--- src/rtl/calcn_core.sv ---
// Multi-port request/response calculator: per-port request queues, a round-robin
// arbiter feeding one execute stage, results returned on the originating port.
module calcn_core #(
  parameter int unsigned NPORTS = 4,
  parameter int unsigned DW     = 32,
  parameter int unsigned TAGW   = 2,
  parameter int unsigned QDEPTH = 4
) (
  input  logic                   c_clk,
  input  logic                   reset,
  input  logic [NPORTS*4-1:0]    req_cmd,
  input  logic [NPORTS*DW-1:0]   req_d1,
  input  logic [NPORTS*DW-1:0]   req_d2,
  input  logic [NPORTS*TAGW-1:0] req_tag,
  output logic [NPORTS-1:0]      req_busy,
  output logic [NPORTS*2-1:0]    out_resp,
  output logic [NPORTS*DW-1:0]   out_data,
  output logic [NPORTS*TAGW-1:0] out_tag,
  output logic [7:0]             drop_cnt
);

  localparam int unsigned PW = (NPORTS > 1) ? $clog2(NPORTS) : 1;
  localparam int unsigned QW = $clog2(QDEPTH);
  localparam int unsigned CW = QW + 1;
  localparam int unsigned SW = $clog2(DW);

  typedef struct packed {
    logic [3:0]      cmd;
    logic [DW-1:0]   d1;
    logic [DW-1:0]   d2;
    logic [TAGW-1:0] tag;
  } entry_t;

  typedef enum logic [1:0] {
    RESP_NONE = 2'd0,
    RESP_OK   = 2'd1,
    RESP_ERR  = 2'd2
  } resp_e;

  entry_t                fifo_q   [NPORTS][QDEPTH];
  entry_t                fifo_d   [NPORTS][QDEPTH];
  logic   [QW-1:0]       wr_ptr_q [NPORTS];
  logic   [QW-1:0]       wr_ptr_d [NPORTS];
  logic   [QW-1:0]       rd_ptr_q [NPORTS];
  logic   [QW-1:0]       rd_ptr_d [NPORTS];
  logic   [CW-1:0]       cnt_q    [NPORTS];
  logic   [CW-1:0]       cnt_d    [NPORTS];
  logic   [PW-1:0]       rr_ptr_q, rr_ptr_d;
  logic   [7:0]          drop_cnt_q, drop_cnt_d;
  logic                  ex_vld_q, ex_vld_d;
  logic   [PW-1:0]       ex_port_q, ex_port_d;
  entry_t                ex_q, ex_d;
  logic [NPORTS*2-1:0]    out_resp_q, out_resp_d;
  logic [NPORTS*DW-1:0]   out_data_q, out_data_d;
  logic [NPORTS*TAGW-1:0] out_tag_q, out_tag_d;

  logic [NPORTS-1:0] busy, push, pop;
  logic              grant_vld;
  logic [PW-1:0]     grant_idx;
  logic [3:0]        ndrop;
  logic [8:0]        drop_sum;
  logic [DW:0]       sum;
  resp_e             res_resp;
  logic [DW-1:0]     res_data;

  // Busy comes only from the registered count, so a pop in the same cycle cannot free a slot.
  always_comb begin
    busy  = '0;
    push  = '0;
    ndrop = '0;
    for (int unsigned i = 0; i < NPORTS; i++) begin
      busy[i] = (cnt_q[i] == CW'(QDEPTH));
      push[i] = (req_cmd[i*4 +: 4] != 4'd0) && !busy[i];
      if ((req_cmd[i*4 +: 4] != 4'd0) && busy[i]) ndrop = ndrop + 4'd1;
    end
    drop_sum   = {1'b0, drop_cnt_q} + 9'(ndrop);
    drop_cnt_d = drop_sum[8] ? 8'hFF : drop_sum[7:0];
  end

  always_comb begin
    int unsigned idx;
    idx       = 0;
    grant_vld = 1'b0;
    grant_idx = '0;
    rr_ptr_d  = rr_ptr_q;
    pop       = '0;
    for (int unsigned k = 0; k < NPORTS; k++) begin
      idx = (32'(rr_ptr_q) + k) % NPORTS;
      if (!grant_vld && (cnt_q[idx] != '0)) begin
        grant_vld = 1'b1;
        grant_idx = PW'(idx);
        rr_ptr_d  = PW'((idx + 1) % NPORTS);
        pop[idx]  = 1'b1;
      end
    end
  end

  always_comb begin
    fifo_d   = fifo_q;
    wr_ptr_d = wr_ptr_q;
    rd_ptr_d = rd_ptr_q;
    cnt_d    = cnt_q;
    for (int unsigned i = 0; i < NPORTS; i++) begin
      if (push[i]) begin
        fifo_d[i][wr_ptr_q[i]].cmd = req_cmd[i*4 +: 4];
        fifo_d[i][wr_ptr_q[i]].d1  = req_d1[i*DW +: DW];
        fifo_d[i][wr_ptr_q[i]].d2  = req_d2[i*DW +: DW];
        fifo_d[i][wr_ptr_q[i]].tag = req_tag[i*TAGW +: TAGW];
        wr_ptr_d[i] = wr_ptr_q[i] + QW'(1);
      end
      if (pop[i]) rd_ptr_d[i] = rd_ptr_q[i] + QW'(1);
      cnt_d[i] = cnt_q[i] + CW'(push[i]) - CW'(pop[i]);
    end
  end

  always_comb begin
    ex_vld_d  = grant_vld;
    ex_port_d = grant_idx;
    ex_d      = '0;
    if (grant_vld) ex_d = fifo_q[grant_idx][rd_ptr_q[grant_idx]];
  end

  always_comb begin
    res_resp = RESP_ERR;
    res_data = '0;
    sum      = {1'b0, ex_q.d1} + {1'b0, ex_q.d2};
    case (ex_q.cmd)
      4'd1: if (!sum[DW]) begin
        res_resp = RESP_OK;
        res_data = sum[DW-1:0];
      end
      4'd2: if (ex_q.d2 <= ex_q.d1) begin
        res_resp = RESP_OK;
        res_data = ex_q.d1 - ex_q.d2;
      end
      4'd5: begin
        res_resp = RESP_OK;
        res_data = ex_q.d1 << ex_q.d2[SW-1:0];
      end
      4'd6: begin
        res_resp = RESP_OK;
        res_data = ex_q.d1 >> ex_q.d2[SW-1:0];
      end
      default: begin
        res_resp = RESP_ERR;
        res_data = '0;
      end
    endcase
  end

  always_comb begin
    out_resp_d = '0;
    out_data_d = '0;
    out_tag_d  = '0;
    if (ex_vld_q) begin
      out_resp_d[32'(ex_port_q)*2 +: 2]       = res_resp;
      out_data_d[32'(ex_port_q)*DW +: DW]     = res_data;
      out_tag_d[32'(ex_port_q)*TAGW +: TAGW]  = ex_q.tag;
    end
  end

  // Queue storage needs no reset: pointers and counts define what is valid.
  always_ff @(posedge c_clk) begin
    fifo_q <= fifo_d;
  end

  always_ff @(posedge c_clk or posedge reset) begin
    if (reset) begin
      for (int unsigned i = 0; i < NPORTS; i++) begin
        wr_ptr_q[i] <= '0;
        rd_ptr_q[i] <= '0;
        cnt_q[i]    <= '0;
      end
      rr_ptr_q   <= '0;
      drop_cnt_q <= '0;
      ex_vld_q   <= 1'b0;
      ex_port_q  <= '0;
      ex_q       <= '0;
      out_resp_q <= '0;
      out_data_q <= '0;
      out_tag_q  <= '0;
    end else begin
      wr_ptr_q   <= wr_ptr_d;
      rd_ptr_q   <= rd_ptr_d;
      cnt_q      <= cnt_d;
      rr_ptr_q   <= rr_ptr_d;
      drop_cnt_q <= drop_cnt_d;
      ex_vld_q   <= ex_vld_d;
      ex_port_q  <= ex_port_d;
      ex_q       <= ex_d;
      out_resp_q <= out_resp_d;
      out_data_q <= out_data_d;
      out_tag_q  <= out_tag_d;
    end
  end

  assign req_busy = busy;
  assign out_resp = out_resp_q;
  assign out_data = out_data_q;
  assign out_tag  = out_tag_q;
  assign drop_cnt = drop_cnt_q;

endmodule

--- config.mk ---
export PLATFORM = sky130hd
export DESIGN_NAME = calcn_core
export DESIGN_NICKNAME = d
export VERILOG_FILES = /design/src/rtl/calcn_core.sv
export SDC_FILE = /design/constraint.sdc
export NUM_CORES = 2
export LEC_CHECK = 0
export CAP_MARGIN = 5
export CORE_AREA = 8 8 345 347
export CTS_CLUSTER_DIAMETER = 50
export CTS_CLUSTER_SIZE = 28
export DETAILED_ROUTE_END_ITERATION = 12
export DIE_AREA = 0 0 353 355
export MAX_ROUTING_LAYER = met4
export PLACE_DENSITY = 0.76
export SLEW_MARGIN = 20
export SYNTH_ARGS = -nofsm -noshare
export SYNTH_HDL_FRONTEND = slang
export SYNTH_SLANG_ARGS = --single-unit
--- constraint.sdc ---
create_clock -name c_clk -period 8.88 [get_ports c_clk]
set_clock_uncertainty 0.2 [all_clocks]
set_input_delay 1.776 -clock c_clk [delete_from_list [all_inputs] [get_ports c_clk]]
set_output_delay 1.776 -clock c_clk [all_outputs]
set_load 0.05 [all_outputs]
# After elaboration in Yosys (flattened, before gate mapping)
# Index checks and enable logic that the tools add are counted.
[totals] ff_bits=1375 inputBits=282 output_inout_bits=156
[classes] add_sub_neg=30 magnitude_cmp=23 n_eq_ne=8 shift=7 mux=108 n_bitwise=16 n_reduce_logical=36
[ops] op="$bwmux W280" n=16
[ops] op="$demux W70 S2" n=16
[ops] op="$bmux W280 S2" n=1
[ops] op="$mux W280" n=2
[ops] op="$mux W70" n=7
[ops] op="$mux W66" n=4
[ops] op="$bmux W70 S2" n=1
[ops] op="$mux W34" n=4
[ops] op="$ge A33 B3 Y1 const B" n=4
[ops] op="$not A2 Y33" n=4
[ops] op="$and A128 B128 Y128" n=1
[ops] op="$mux W128" n=1
[ops] op="$pmux W32 S4" n=1
[ops] op="$shift A32 B34 Y128 const A" n=1
[ops] op="$shiftx A32 B34 Y128" n=1
[ops] op="$shiftx A2 B34 Y8" n=2
[ops] op="$mux W32" n=2
[ops] op="$neg A3 Y34" n=1
[ops] op="$neg A7 Y34" n=1
[ops] op="$shift A2 B34 Y8 const A" n=1
[ops] op="$add A32 B32 Y33" n=1
[ops] op="$le A32 B32 Y1" n=1
[ops] op="$mux W2" n=16
[ops] op="$shl A32 B5 Y32" n=1
[ops] op="32 further kinds" n=138

# Depth between registers and ports, before layout
[logic_depth] word_depth=24 mapped_depth=17 ltp_nobuf=16

# Least setup slack after synthesis
# No wires, ideal clock.
[synth_timing] path_kind="input port to flip-flop" startpoint="in req_cmd[5]" endpoint="reg drop_cnt_q[3] (netlist: drop_cnt[3])" setup_time_ns=0.134 arrival_time_ns=4.475 required_ns=8.546 setup_slack_ns=4.070 cell_stages=13 n_path_buf=0 path_cell_list="nor4_1 > nand2b_1 > inv_1 > ha_1 > xor2_1 > ha_1 > mux2_2 > fa_1 > a21o_1 > a21oi_1 > nor2b_1 > nand4_1 > o21ai_0"
[synth_between] elab_chain_cells=9
[synth_lines] item="start, declared" line_no="11" source="input logic [NPORTS*4-1:0] req_cmd,"
[synth_lines] item="$reduce_bool A4 Y1 (*)" line_no="74" source="if ((req_cmd[i*4 +: 4] != 4'd0) && busy[i]) ndrop = ndrop + 4'd1;"
[synth_lines] item="$logic_and A1 B1 Y1 (*)" line_no="74"
[synth_lines] item="$mux W4 (*)" line_no="74"
[synth_lines] item="$add A4 B1 Y4" line_no="74"
[synth_lines] item="$mux W4 (*)" line_no="74"
[synth_lines] item="$add A4 B1 Y4" line_no="74"
[synth_lines] item="$mux W4 (*)" line_no="74"
[synth_lines] item="$add A8 B4 Y9 (*)" line_no="76" source="drop_sum = {1'b0, drop_cnt_q} + 9'(ndrop);"
[synth_lines] item="$mux W8 (*)" line_no="77" source="drop_cnt_d = drop_sum[8] ? 8'hFF : drop_sum[7:0];"
[synth_lines] item="named net drop_cnt_d[3]" line_no="49" source="logic [7:0] drop_cnt_q, drop_cnt_d;"
[synth_lines] item="end signal, assigned" line_no="187" source="drop_cnt_q <= drop_cnt_d;"
[synth_lines] item="end, declared" line_no="49"
# Mark *: on every way through the listed nets, which the timed path passes. The rest lies on a longest branch.
# A chain may end at the register's enable or synchronous reset.

==> results_dict.tcl <==
set metrics [dict create \
    die_h_um 355 \
    cts.sinks 1375 \
    globalRoute.totalOverflow 0 \
    rows 124 \
    cts_root_buffer "clkbuf_16" \
    start_util_pct 52.6 \
    async_reset_ff_share_pct 18.5 \
    drt-vias-per-instance 6.22 \
    fp.dieArea_um2 125000 \
    clk_path_buf_depth 3 \
    drc 0 \
    slew_violations 0 \
    synth-seq-cells 1375 \
    worstPathRequired_ns 9.23 \
    layout-drive-gt1-share_pct 12.5 \
    fin_crit_ns 5.50 \
    grt.total_usage_pct 27.6 \
    vias 36513 \
    crit_fanout 140 \
    boundaryPins 438 \
    h-tree-depth 3 \
    cts_tree "built" \
    synth_top_flop_cell "edfxtp_1" \
    ys.warnings.count 0 \
    post_cts_buffers 0 \
    synth_cell_types 88 \
    post_cts_resize_count 0 \
    fin_tns_setup_ns 0 \
    critPathMaxStageDelay_ns 0.73 \
    antenna_found_initial 28 \
    cts_buffers 110 \
    tightestPinTransition_ns 1.12 \
    end_kind "register" \
    core_region_area_um2 114000 \
    die_x_um 353 \
    cts_hold_buf 0 \
    avgSynthCellArea_um2 15.4 \
    fillCellCount 8247 \
    layout_worst_path_cycle_share_pct 62.0 \
    arrival_ns 5.86 \
    syn_inst 3873 \
    critPathKind "register to register" \
    path_common_cell "nand2_1" \
    grt_max_degree 173 \
    dp_cells 5636 \
    dr.pass1.iters 7 \
    path_cells "inv_1 -> ha_1 -> nand2_1 -> nand2_1 -> nand2_1 -> a32o_4 -> inv_4 -> mux2i_4 -> buf_12 -> mux4_2 -> mux2i_1 -> o22ai_1" \
    gp_congestion 1.02 \
    wl_per_cell_um 29.4 \
    grt_pass1_wl_um 250000 \
    grt_setup_unrepaired "no" \
    maxCapViolations 0 \
    first_iter_violations 3906 \
    final_cell_mix "1120 x edfxtp_1, 437 x clkdlybuf4s50_1, 248 x dfrtp_1, 240 x mux2i_1, 224 x a21oi_1" \
    clock.fmax_mhz 182 \
    ant_nets 0 \
    wl_um 172000 \
    setup_violations 0 \
    hold_path_class "register to register" \
    slew_headroom_pct 25.6 \
    hpwl_um 117000 \
    final_hold_viol_count 0 \
    area_delta_synth_final_pct 16.8 \
    synth_edf_count 1120 \
    final_nets 4635 \
    clk_pin_slew_ns 0.07 \
    layout_commonest_cell "edfxtp_1" \
    status "completed" \
    io_buffers 437 \
    netlist_area_um2 59700 \
    synth_fp_nets 4271 \
    cp_slowest_cell "dfrtp_1" \
    ys_seq_area_share_pct 67.0 \
    grt_pass1_vias 36028 \
    fin_hold_ws_ns 0.332 \
    start_kind "register" \
    clock_latency_ns 0.75 \
    layout.cells.non_filler 5874 \
]
[area by class of cell]
cell class / instances / area (µm²) / area share (%)
Multi-Input combinational cell: 2151 / 18400 / 26.4
Sequential cell: 1375 / 40000 / 57.4
Tap cell: 1512 / 1890 / 2.71
Antenna cell: 28 / 70.1 / 0.100
Clock inverter: 92 / 1260 / 1.80
Clock buffer: 117 / 2820 / 4.04
Timing Repair Buffer: 493 / 4900 / 7.03
Inverter: 106 / 404 / 0.579
[synth_stat cells, types with 12 or more instances]
cell type | instances | area, µm²
buf_2 | 48 | 240
dfrtp_1 | 255 | 6380
a221o_1 | 16 | 160
inv_1 | 105 | 394
clkbuf_1 | 159 | 597
o21ai_0 | 56 | 280
nor2b_1 | 209 | 1310
o221ai_1 | 17 | 149
a21oi_1 | 224 | 1120
and2_1 | 96 | 601
mux4_2 | 204 | 4590
ha_1 | 109 | 1360
nor3_1 | 25 | 125
xnor2_1 | 18 | 158
buf_1 | 20 | 75.1
o22ai_1 | 82 | 513
nor4_1 | 14 | 87.6
nand2b_1 | 19 | 119
nand3_1 | 21 | 105
a21o_1 | 18 | 135
a211oi_1 | 221 | 1660
edfxtp_1 | 1120 | 33600
nand2_1 | 95 | 357
or3_1 | 17 | 106
nor2_1 | 204 | 766
o221a_2 | 16 | 180
mux2i_1 | 242 | 2420
a221oi_1 | 25 | 219
o211ai_1 | 12 | 90.1
[state kept, by name, summed over array words and instances (netlist names)]
register,flops
cnt_q,12
drop_cnt,8
ex_port_q,2
ex_q,70
ex_vld_q,1
fifo_q,1120
out_data,128
out_resp,8
out_tag,8
rd_ptr_q,8
rr_ptr_q,2
wr_ptr_q,8
[through the flow]
stage | cell area [µm²] | util (%) | worst slack, ns
2_1_floorplan | 59700 | - | 3.55
3_3_place_gp | 65600 | 57.8 | 2.94
3_5_place_dp | 65600 | 57.8 | 2.92
4_1_cts | 69700 | 61.3 | 3.38
5_1_grt | 69800 | 61.4 | 3.04
6_report | 69800 | 61.4 | 3.38
[worst paths after layout]
kind,end,slack [ns],startpoint,cells after the start
setup / recovery,ex_q[64],3.38,rr_ptr_q[0],12
hold / removal,rd_ptr_q[1],0.33,rd_ptr_q[1],1
setup reg to reg,ex_q[64],3.38,rr_ptr_q[0],12
hold reg to reg,rd_ptr_q[1],0.33,rd_ptr_q[1],1
max in group asynchronous,ex_q[54],5.57,reset,4
min in group asynchronous,out_data[80],1.36,reset,2
[critical path, delay by kind of cell, from the launching register on]
kind                     cells  cell delay (ns)
buffers and inverters        3             1.49
multiplexers                 3             1.25
flip-flops                   1             0.73
AO/OA/AOI/OAI                2             0.67
adder cells (fa/ha/maj)      1             0.55
AND/OR/NAND/NOR              3             0.22
[routing by layer]
metal  vias up  global-route usage [%]  routed length (µm)
li1      15931                       -                   -
met1     18508                    35.6               66700
met2      1779                    42.6               82300
met3       295                    5.54               14800
met4         0                    12.5                8620
met5         -                       -                   0
[logic make-up after synthesis]
family / Yosys count / synth area share, %
other cells: 1 / 0.00628
buf+inv: 347 / 2.39
xor+xnor: 26 / 0.381
simple gates: 749 / 6.61
fa+ha+maj: 116 / 2.52
flops: 1375 / 67.0
mux: 453 / 11.9
compound gates: 806 / 9.24
Power is not shown: default switching activity piles up to over one toggle a cycle in this logic, so the estimate is an artifact.
